`config.mk`:
```
export PLATFORM = sky130hd
export DESIGN_NAME = bus_decoder_ws
export DESIGN_NICKNAME = d
export VERILOG_FILES = /design/src/rtl/nano6502_bus_pkg.sv /design/src/rtl/bus_decoder_ws_wait.sv /design/src/rtl/bus_decoder_ws.sv
export SDC_FILE = /design/constraint.sdc
export NUM_CORES = 1
export LEC_CHECK = 0
export CORE_ASPECT_RATIO = 1.4
export CORE_MARGIN = 2
export CORE_UTILIZATION = 56
export CTS_CLUSTER_DIAMETER = 50
export DETAILED_ROUTE_END_ITERATION = 12
export PLACE_DENSITY_LB_ADDON = 0.1
export SETUP_SLACK_MARGIN = 0.5
export SLEW_MARGIN = 20
export SYNTH_ARGS = -nofsm -noshare
export SYNTH_HDL_FRONTEND = slang
export SYNTH_HIERARCHICAL = 1
export SYNTH_SLANG_ARGS = --single-unit
```
`constraint.sdc`:
```
create_clock -name clk_i -period 8.5 [get_ports clk_i]
set_input_delay 2.55 -clock clk_i [delete_from_list [all_inputs] [get_ports clk_i]]
set_output_delay 2.55 -clock clk_i [all_outputs]
set_load 0.01 [all_outputs]
```
`src/rtl/nano6502_bus_pkg.sv`:
```
// nano6502 bus decoder shared definitions.
// Holds the register offsets, the register window span, bank codes and the
// wait-state FSM state type. No ports.
package nano6502_bus_pkg;

  localparam logic [4:0] REG_IO_BANK_L = 5'h00;
  localparam logic [4:0] REG_IO_BANK_H = 5'h01;
  localparam logic [4:0] REG_ROM_SEL   = 5'h02;
  localparam logic [4:0] REG_STATUS    = 5'h03;
  localparam logic [4:0] REG_WP        = 5'h04;
  localparam logic [4:0] REG_WS_BASE   = 5'h10;

  // Register window covers 0x0000..0x001F.
  localparam int REG_SPAN = 32;

  // io_bank_l code 0 maps the I/O window onto ROM; codes 1.. pick a slot.
  localparam logic [7:0] BANK_ROM   = 8'd0;
  localparam logic [7:0] BANK_SLOT0 = 8'd1;

  typedef enum logic [1:0] {
    ST_IDLE,
    ST_WAIT,
    ST_RELEASE
  } wait_state_t;

endpackage

```
`src/rtl/bus_decoder_ws_wait.sv`:
```
// Wait-state / RDY generator for one I/O access at a time.
// Ports:
//   clk_i, rst_n_i     clock, async active-low reset
//   sel_valid          an I/O slot is currently selected
//   sel_slot           index of the selected slot
//   ws_sel, dev_rdy    wait-state count and device ready of the selected slot
//   flag_clr           software clear of the sticky timeout flag
//   rdy_o              CPU RDY (combinational in IDLE, 0 in WAIT, 1 in RELEASE)
//   timeout_pulse      one-cycle pulse when the watchdog forces a release
//   to_flag, to_slot   sticky timeout flag and the slot that timed out
//
// state      | meaning
// ST_IDLE    | no stall; a stalling slot access pulls rdy_o low at once
// ST_WAIT    | stalling the CPU, cnt counts stall cycles already spent
// ST_RELEASE | one cycle of rdy_o=1 so the CPU completes the access
module bus_wait_fsm
  import nano6502_bus_pkg::*;
#(
  parameter int WS_W           = 4,
  parameter int TIMEOUT_CYCLES = 255
) (
  input  logic            clk_i,
  input  logic            rst_n_i,
  input  logic            sel_valid,
  input  logic [2:0]      sel_slot,
  input  logic [WS_W-1:0] ws_sel,
  input  logic            dev_rdy,
  input  logic            flag_clr,
  output logic            rdy_o,
  output logic            timeout_pulse,
  output logic            to_flag,
  output logic [2:0]      to_slot
);

  wait_state_t state;
  logic [7:0]  cnt;
  logic [2:0]  slot_q;
  logic        start;
  logic        left;
  logic        done;
  logic        tmo;
  logic [8:0]  cnt_inc;

  // Release is judged on the incremented count, so the IDLE cycle that
  // starts the stall counts as the first of the ws stall cycles.
  always_comb begin
    cnt_inc       = {1'b0, cnt} + 9'd1;
    start         = (state == ST_IDLE) && sel_valid && ((ws_sel != '0) || !dev_rdy);
    left          = !sel_valid || (sel_slot != slot_q);
    done          = (cnt_inc >= 9'(ws_sel)) && dev_rdy;
    tmo           = (cnt_inc == 9'(TIMEOUT_CYCLES));
    timeout_pulse = (state == ST_WAIT) && !left && !done && tmo;
    case (state)
      ST_IDLE:    rdy_o = !start;
      ST_RELEASE: rdy_o = 1'b1;
      default:    rdy_o = 1'b0;
    endcase
  end

  always_ff @(posedge clk_i or negedge rst_n_i) begin
    if (!rst_n_i) begin
      state   <= ST_IDLE;
      cnt     <= '0;
      slot_q  <= '0;
      to_flag <= 1'b0;
      to_slot <= '0;
    end else begin
      case (state)
        ST_IDLE: begin
          if (start) begin
            state  <= ST_WAIT;
            cnt    <= 8'd1;
            slot_q <= sel_slot;
          end
        end
        ST_WAIT: begin
          if (left)              state <= ST_IDLE;
          else if (done || tmo)  state <= ST_RELEASE;
          else                   cnt   <= cnt_inc[7:0];
        end
        default: state <= ST_IDLE;
      endcase
      // A timeout in the same cycle as a software clear keeps the flag set.
      if (timeout_pulse) begin
        to_flag <= 1'b1;
        to_slot <= slot_q;
      end else if (flag_clr) begin
        to_flag <= 1'b0;
      end
    end
  end

endmodule

```
`src/rtl/bus_decoder_ws.sv`:
```
// nano6502 address decoder with zero-page control registers, banked I/O
// window, ROM overlay and per-slot wait-state RDY generation.
// Optional feature macro: ROM_WRITE_PROTECT_EN (adds wp register at 0x04).
// Ports:
//   clk_i, rst_n_i   clock, async active-low reset
//   R_W_n            CPU read(1)/write(0)
//   addr_i, data_i   CPU address and write data
//   data_o           register read data (0 when regs_cs=0)
//   regs_cs, ram_cs, rom_cs, io_cs   one-hot target selects
//   ram_we           RAM write enable
//   io_rdy_i         per-slot device ready
//   rdy_o            CPU RDY
module bus_decoder_ws
  import nano6502_bus_pkg::*;
#(
  parameter int          NUM_IO_SLOTS   = 4,
  parameter logic [15:0] IO_BASE        = 16'hFE00,
  parameter logic [15:0] ROM_BASE       = 16'hE000,
  parameter int          WS_W           = 4,
  parameter int          TIMEOUT_CYCLES = 255
) (
  input  logic                    clk_i,
  input  logic                    rst_n_i,
  input  logic                    R_W_n,
  input  logic [15:0]             addr_i,
  input  logic [7:0]              data_i,
  output logic [7:0]              data_o,
  output logic                    regs_cs,
  output logic                    ram_cs,
  output logic                    ram_we,
  output logic                    rom_cs,
  output logic [NUM_IO_SLOTS-1:0] io_cs,
  input  logic [NUM_IO_SLOTS-1:0] io_rdy_i,
  output logic                    rdy_o
);

  logic [7:0]      io_bank_l;
  logic [7:0]      io_bank_h;
  logic [7:0]      rom_sel;
  logic [WS_W-1:0] ws [NUM_IO_SLOTS];
  logic            in_regs, in_io, in_rom, slot_hit;
  logic [2:0]      slot;
  logic [WS_W-1:0] ws_sel;
  logic            rdy_sel;
  logic            reg_we, status_clr, wp_block;
  logic            to_flag, timeout_pulse;
  logic [2:0]      to_slot;
  logic [4:0]      off;
  logic [7:0]      rd;

  assign off      = addr_i[4:0];
  assign in_regs  = addr_i < 16'(REG_SPAN);
  assign in_io    = addr_i[15:8] == IO_BASE[15:8];
  assign in_rom   = addr_i >= ROM_BASE;
  assign slot_hit = (io_bank_l != BANK_ROM) && (io_bank_l <= 8'(NUM_IO_SLOTS));
  assign slot     = 3'(io_bank_l - BANK_SLOT0);

  always_comb begin
    regs_cs = 1'b0;
    ram_cs  = 1'b0;
    rom_cs  = 1'b0;
    io_cs   = '0;
    if (in_regs) begin
      regs_cs = 1'b1;
    end else if (in_io) begin
      if (io_bank_l == BANK_ROM) rom_cs = 1'b1;
      else if (slot_hit)
        for (int i = 0; i < NUM_IO_SLOTS; i++) io_cs[i] = (slot == 3'(i));
      else ram_cs = 1'b1;
    end else if (in_rom && (rom_sel == 8'd0)) begin
      rom_cs = 1'b1;
    end else begin
      ram_cs = 1'b1;
    end
  end

  always_comb begin
    ws_sel  = '0;
    rdy_sel = 1'b1;
    for (int i = 0; i < NUM_IO_SLOTS; i++)
      if (io_cs[i]) begin
        ws_sel  = ws[i];
        rdy_sel = io_rdy_i[i];
      end
  end

  bus_wait_fsm #(
    .WS_W           (WS_W),
    .TIMEOUT_CYCLES (TIMEOUT_CYCLES)
  ) u_wait (
    .clk_i         (clk_i),
    .rst_n_i       (rst_n_i),
    .sel_valid     (|io_cs),
    .sel_slot      (slot),
    .ws_sel        (ws_sel),
    .dev_rdy       (rdy_sel),
    .flag_clr      (status_clr),
    .rdy_o         (rdy_o),
    .timeout_pulse (timeout_pulse),
    .to_flag       (to_flag),
    .to_slot       (to_slot)
  );

  assign reg_we     = regs_cs && !R_W_n && rdy_o;
  assign status_clr = reg_we && (off == REG_STATUS) && data_i[7];

  always_ff @(posedge clk_i or negedge rst_n_i) begin
    if (!rst_n_i) begin
      io_bank_l <= '0;
      io_bank_h <= '0;
      rom_sel   <= '0;
      for (int i = 0; i < NUM_IO_SLOTS; i++) ws[i] <= '0;
    end else if (reg_we) begin
      case (off)
        REG_IO_BANK_L: io_bank_l <= data_i;
        REG_IO_BANK_H: io_bank_h <= data_i;
        REG_ROM_SEL:   rom_sel   <= data_i;
        default: ;
      endcase
      for (int i = 0; i < NUM_IO_SLOTS; i++)
        if (off == REG_WS_BASE + 5'(i)) ws[i] <= data_i[WS_W-1:0];
    end
  end

`ifdef ROM_WRITE_PROTECT_EN
  logic wp;
  always_ff @(posedge clk_i or negedge rst_n_i) begin
    if (!rst_n_i)                         wp <= 1'b0;
    else if (reg_we && (off == REG_WP))   wp <= data_i[0];
  end
  // Protects a RAM-loaded OS image living under the ROM overlay range.
  assign wp_block = (rom_sel != 8'd0) && wp && in_rom;
`else
  assign wp_block = 1'b0;
`endif

  assign ram_we = ram_cs && !R_W_n && rdy_o && !wp_block;

  always_comb begin
    rd = 8'd0;
    case (off)
      REG_IO_BANK_L: rd = io_bank_l;
      REG_IO_BANK_H: rd = io_bank_h;
      REG_ROM_SEL:   rd = rom_sel;
      REG_STATUS:    rd = {to_flag, 4'b0000, to_slot};
`ifdef ROM_WRITE_PROTECT_EN
      REG_WP:        rd = {7'd0, wp};
`endif
      default: ;
    endcase
    for (int i = 0; i < NUM_IO_SLOTS; i++)
      if (off == REG_WS_BASE + 5'(i)) rd = 8'(ws[i]);
    data_o = regs_cs ? rd : 8'd0;
  end

endmodule
```
# Word level (Yosys, flattened, before mapping)
# Index checks and enable logic that the tools add are counted.
# Widths: inputs -> output; s select.
dict set report totals {
  register_bits 57
  in_bits 31
  output_inout_bits 17
  wordCells 119
}
dict set report op_classes {
  n_addsub 2
  n_lt_le_gt_ge 4
  n_eq_ne 19
  mux 39
  reduce_logical 43
}
# cell n
set op_table {}
lappend op_table {{$mux 8} 8}
lappend op_table {{$mux 4} 8}
lappend op_table {{$pmux 8 s4} 1}
lappend op_table {{$eq 5x5->1 const B} 4}
lappend op_table {{$reduce_and 2->1} 9}
lappend op_table {{$ge 16x16->1 const B} 1}
lappend op_table {{$logic_not 8->1} 2}
lappend op_table {{$lt 16x6->1 const B} 1}
lappend op_table {{$mux 1} 16}
lappend op_table {{$pmux 8 s2} 1}
lappend op_table {{$logic_and 1x1->1} 14}
lappend op_table {{$eq 5x2->1 const B} 2}
lappend op_table {{$add 8x1->9 const B} 1}
lappend op_table {{$eq 9x8->1 const B} 1}
lappend op_table {{$ge 9x4->1} 1}
lappend op_table {{$eq 8x8->1 const B} 1}
lappend op_table {{$le 8x3->1 const B} 1}
lappend op_table {{$reduce_bool 8->1} 1}
lappend op_table {{$eq 3x2->1 const B} 2}
lappend op_table {{$logic_not 1->1} 6}
lappend op_table {{$mux 2} 3}
lappend op_table {{$eq 5x1->1 const B} 1}
lappend op_table {{$logic_not 5->1} 1}
lappend op_table {{$ne 2x2->1 const B} 2}
lappend op_table {{16 further kinds} 19}

# Logic depth before layout (Yosys ltp)
dict set report depth {
  ltp_word 20
  depth_mapped 14
}

# Hierarchy
# The synthesis kept the hierarchy.
# module n_inst cells_each area_each_um2 seq_area_each_um2
set by_module_without_submodules {}
lappend by_module_without_submodules {bus_decoder_ws 1 226 2473.6 1001.0}
lappend by_module_without_submodules {bus_wait_fsm 1 137 1251.2 425.4}

# Least setup slack after synthesis
# No wires, ideal clock.
dict set report synth_timing {
  path_kind {input to output}
  from {input io_rdy_i[1]}
  to {output ram_we}
  t_arrival_ns 4.717
  slack_ns 1.233
  path_stages 9
  path_buffers 0
  path_cell_list {inv_1 > a221oi_1 > a211oi_1 > o21ai_0 > or4b_1 > o211ai_2 > and2_1 > nor2b_1 > nor3b_1}
}
dict set report synth_between {
  elab_chain_cells 9
}
# element line
set synth_lines {}
lappend synth_lines {{start: declaration} bus_decoder_ws.sv:33} ;# input logic [NUM_IO_SLOTS-1:0] io_rdy_i,
lappend synth_lines {{$mux 1 (3 in series)} bus_decoder_ws.sv:81} ;# if (io_cs[i]) begin
lappend synth_lines {{named net rdy_sel} bus_decoder_ws.sv:44} ;# logic rdy_sel;
lappend synth_lines {{$logic_not 1->1} bus_decoder_ws_wait.sv:48} ;# start = (state == ST_IDLE) && sel_valid && ((ws_sel != '0) || !dev_rdy);
lappend synth_lines {{$logic_or 1x1->1} bus_decoder_ws_wait.sv:48}
lappend synth_lines {{$logic_and 1x1->1} bus_decoder_ws_wait.sv:48}
lappend synth_lines {{$logic_not 1->1} bus_decoder_ws_wait.sv:54} ;# ST_IDLE: rdy_o = !start;
lappend synth_lines {{$pmux 1 s2} bus_decoder_ws_wait.sv:53} ;# case (state)
lappend synth_lines {{named net rdy_o} bus_decoder_ws.sv:34} ;# output logic rdy_o
lappend synth_lines {{$logic_and 1x1->1} bus_decoder_ws.sv:137} ;# assign ram_we = ram_cs && !R_W_n && rdy_o && !wp_block;
lappend synth_lines {{end: declaration} bus_decoder_ws.sv:30} ;# output logic ram_we,
# The timed path passes the listed nets, and every way through them passes these cells.

# Final worst setup path
dict set report layout_timing {
  from {input addr_i[10]}
  to {output ram_we}
}
dict set report layout_between {
  elab_chain_cells 13
}
# element line
set layout_lines {}
lappend layout_lines {{start: declaration} bus_decoder_ws.sv:25} ;# input logic [15:0] addr_i,
lappend layout_lines {{parallel branches: the longest is 2 deep, another holds $lt 16x6->1} --}
lappend layout_lines {{$mux 4 *} bus_decoder_ws.sv:63} ;# if (in_regs) begin
lappend layout_lines {{$mux 4 (3 in series)} bus_decoder_ws.sv:81}
lappend layout_lines {{$mux 4 *} bus_decoder_ws.sv:81}
lappend layout_lines {{named net ws_sel[3]} bus_decoder_ws.sv:43} ;# logic [WS_W-1:0] ws_sel;
lappend layout_lines {{$reduce_bool 4->1 *} bus_decoder_ws_wait.sv:48}
lappend layout_lines {{$logic_or 1x1->1 *} bus_decoder_ws_wait.sv:48}
lappend layout_lines {{$logic_and 1x1->1 *} bus_decoder_ws_wait.sv:48}
lappend layout_lines {{$logic_not 1->1 *} bus_decoder_ws_wait.sv:54}
lappend layout_lines {{$pmux 1 s2 *} bus_decoder_ws_wait.sv:53}
lappend layout_lines {{$logic_and 1x1->1 *} bus_decoder_ws.sv:137}
# Mark *: on every way through the listed nets, which the timed path passes.

==> metrics list <==
- Across the run, the number of max-cap violations was 0.
- In this run the clock root is driven by a sky130_fd_sc_hd__clkbuf_8.
- Count of warnings emitted by yosys: 6
* H-Tree Level Count: 3
- Detail-routed via count per cell: 6.15
* Y dimension of the die: 100 um
* Met3 track demand over resource: 5.00%
* Clock-pin slew of the registers on the worst-case setup and hold paths: 0.06 ns
- Quantity of I/O buffers inserted on ports: 47
- Routed length per instance: 19.6 um
* Max Clk Rate: 0.127 GHz
* Total Negative Setup Slacks: 0 ns
* First-pass GRT wire length: 15300 um
- For the pin with the worst max-slew slack, the measured transition is 0.729 ns.
- Along the worst path, the maximum fanout reaches 5.
* Placed instance area: 4250 um2
- The number of clock buffers added by TritonCTS is 9.
* Layout cells sized above 1: 23.5%
- Number of nets with antenna violations after detailed routing: 0
* Placement Rows: 35
- Number of nets in the layout: 454
- Horiz. Die Dim: 72.9 um
- In this run the most used layer during global routing was met2.
- Setup violations remaining at the end of the flow were counted as 0.
- 0 antenna diodes ended up in the layout.
- By startpoint and endpoint, the worst setup path is classified as primary input to primary output.
- The finished cells cover 4550 um2.
- The number of antenna violations at the first check in global routing came to 0.
- Final RePlAce weighted congestion: 0.911
- HPWL after detailed placement: 7190 um
- Worst supply voltage drop on vdd: 0.117 mV
- Summed over all layers, the routed wires come to 9620 um.
* Min Clock Period, post-route: 7.84 ns
- Dividing total power by cell area gives a power density of 142 nW/um2.
- The worst path uses 92.3% of the clock period.
* Headroom to the max-slew limit: 51.4%
* Total global routing track utilization: 28.1%
- Core Area: 6530 um2
- Summed over all cells, the static leakage comes to 1.97 nW.
- After technology mapping, the gate count stands at 362.
- Sequential cell area: 1430 um2
- Run status: complete, no violations
- Clk_skew: 0.00595 ns
- Counting every sink on the clock net gives 57.
- For this configuration, the core starts out at a cell density of 57.0%.
- Mapped Avg Cell Area: 10.3 um2
- The pre-antenna-repair detailed-routing pass consisted of 4 iterations.
- The final route contains 3022 vias.
* Final hold violation count: 0
- Entering global routing, the biggest net connects 58 pins.
- In this run the count of I/O pins placed on the die edge is 48.
- Number of global-route vias before repair: 3103
- STA classifies the critical path startpoint as a primary input.
* Clock latency of the later-clocked register in the worst-skew pair: 0.35 ns
* Met2 Resource Use GR: 50.3%
- The number of nets handed over by synthesis was 404.
* Critical path required time: 5.95 ns
* Global routing usage on met1: 31.8%
- For this run the aggregate overflow at the end of global routing stands at 0.
- For this block, the initial DRC count from the detailed router was 149.
* Setup repair after global routing missed its margin: false
- The worst hold path belongs to the class flop to flop.
* Endpoint arrival time on the critical path: 5.29 ns
- The filler cells instantiated in the layout total 521.
- Area of the multi-input gates: 2170 um2
* Pins Over Slew Limit: 0
- The die covers 7320 um2.
- In the routed design, unresolved DRC markers number 0.
- The worst setup path is captured at a primary output.
* Buffers from clock root to sink, at most: 2
- Summing every instance area after synthesis gives 3720 um2.
- From synthesis to final layout, the design area changed by 22.2%.
- TritonCTS built the clock tree.
-- routing by layer --
layer | vias up | part of all wire [%]
li1 | 1451 | -
met5 | - | 0
met3 | 21 | 5.1
met4 | 0 | 2.4
met2 | 90 | 54
met1 | 1460 | 39
-- area by class of cell --
type / count / area share [%]
Sequential cell: 57 / 31.4
Multi-Input combinational cell: 271 / 47.8
Clock inverter: 4 / 2.15
Clock buffer: 12 / 3.63
Inverter: 18 / 1.49
Tap cell: 74 / 2.04
Timing Repair Buffer: 55 / 11.5
-- metrics by stage --
| step | setup WS [ns] | hold WS, ns | utilization [%] | cells | power (mW) |
|---|---|---|---|---|---|
| finish | 0.656 | 0.506 | 69.7 | 491 | 0.645 |
| global route | 0.510 | 0.527 | 69.7 | 491 | 0.663 |
| CTS | 0.611 | 0.510 | 69.4 | 491 | 0.648 |
| detailed placement | 0.221 | 0.496 | 65.1 | 474 | 0.320 |
| global placement | 0.345 | 0.486 | 65.1 | 474 | 0.319 |
| floorplan | 1.23 | 0.475 | - | 362 | 0.289 |
-- final timing paths --
kind,start,endpoint,slack [ns],cells after the start
max in group asynchronous,rst_n_i,u_wait/cnt[2],5.67,2
worst min register to register,ws[5],ws[5],0.51,1
worst min-delay path,ws[5],ws[5],0.51,1
worst max register to register,io_bank_l[0],io_bank_l[6],4.02,14
min in group asynchronous,rst_n_i,io_bank_h[5],2.34,2
worst max-delay path,addr_i[10],ram_we,0.66,11
-- critical path, cell delays in order --
cell and delay [ns]:
sky130_fd_sc_hd__clkdlybuf4s50_1 0.57, sky130_fd_sc_hd__and4b_1 0.23, sky130_fd_sc_hd__nand4_1 0.18, sky130_fd_sc_hd__or4_4 0.51
sky130_fd_sc_hd__a21oi_1 0.20, sky130_fd_sc_hd__or4b_1 0.16, sky130_fd_sc_hd__o211ai_2 0.08, sky130_fd_sc_hd__and2_1 0.18
sky130_fd_sc_hd__nor2b_2 0.17, sky130_fd_sc_hd__nor3b_2 0.15, sky130_fd_sc_hd__dlygate4sd2_1 0.31
-- repair_timing --
| item | 4_1_cts | 5_1_grt |
|---|---|---|
| pin swaps | 1 | 2 |
| setup endpoints to repair | 1 | 4 |
| gates resized for setup | 5 | 3 |
| hold buffers | 0 | 0 |
| gates cloned | 0 | 0 |
| setup buffers | 1 | 0 |
-- sequential cells by signal (all words and copies together), names as in the netlist --
register	flops
u_wait/to_slot	3
u_wait/cnt	8
io_bank_h	8
u_wait/state	2
u_wait/to_flag	1
rom_sel	8
io_bank_l	8
u_wait/slot_q	3
ws	16
-- power breakdown --
part / switching [mW] / internal (mW)
combinational: 0.0231 / 0.0207
sequential: 0.0000539 / 0.271
clock: 0.111 / 0.219
total: 0.134 / 0.511
-- layout by cell type (no fill, tap or decap), types with 8 or more instances in the layout --
cell and instances:
sky130_fd_sc_hd__dfrtp_1 57, sky130_fd_sc_hd__clkdlybuf4s50_1 45, sky130_fd_sc_hd__mux2_2 34, sky130_fd_sc_hd__nor2_1 31, sky130_fd_sc_hd__nand2_1 19, sky130_fd_sc_hd__inv_1 18
sky130_fd_sc_hd__a21oi_1 17, sky130_fd_sc_hd__mux2_4 12, sky130_fd_sc_hd__clkbuf_8 12, sky130_fd_sc_hd__ha_1 11, sky130_fd_sc_hd__nor2b_1 9, sky130_fd_sc_hd__nand3_1 8
sky130_fd_sc_hd__nand4_1 8, sky130_fd_sc_hd__buf_4 8
Power figures use the tool's default switching activity.
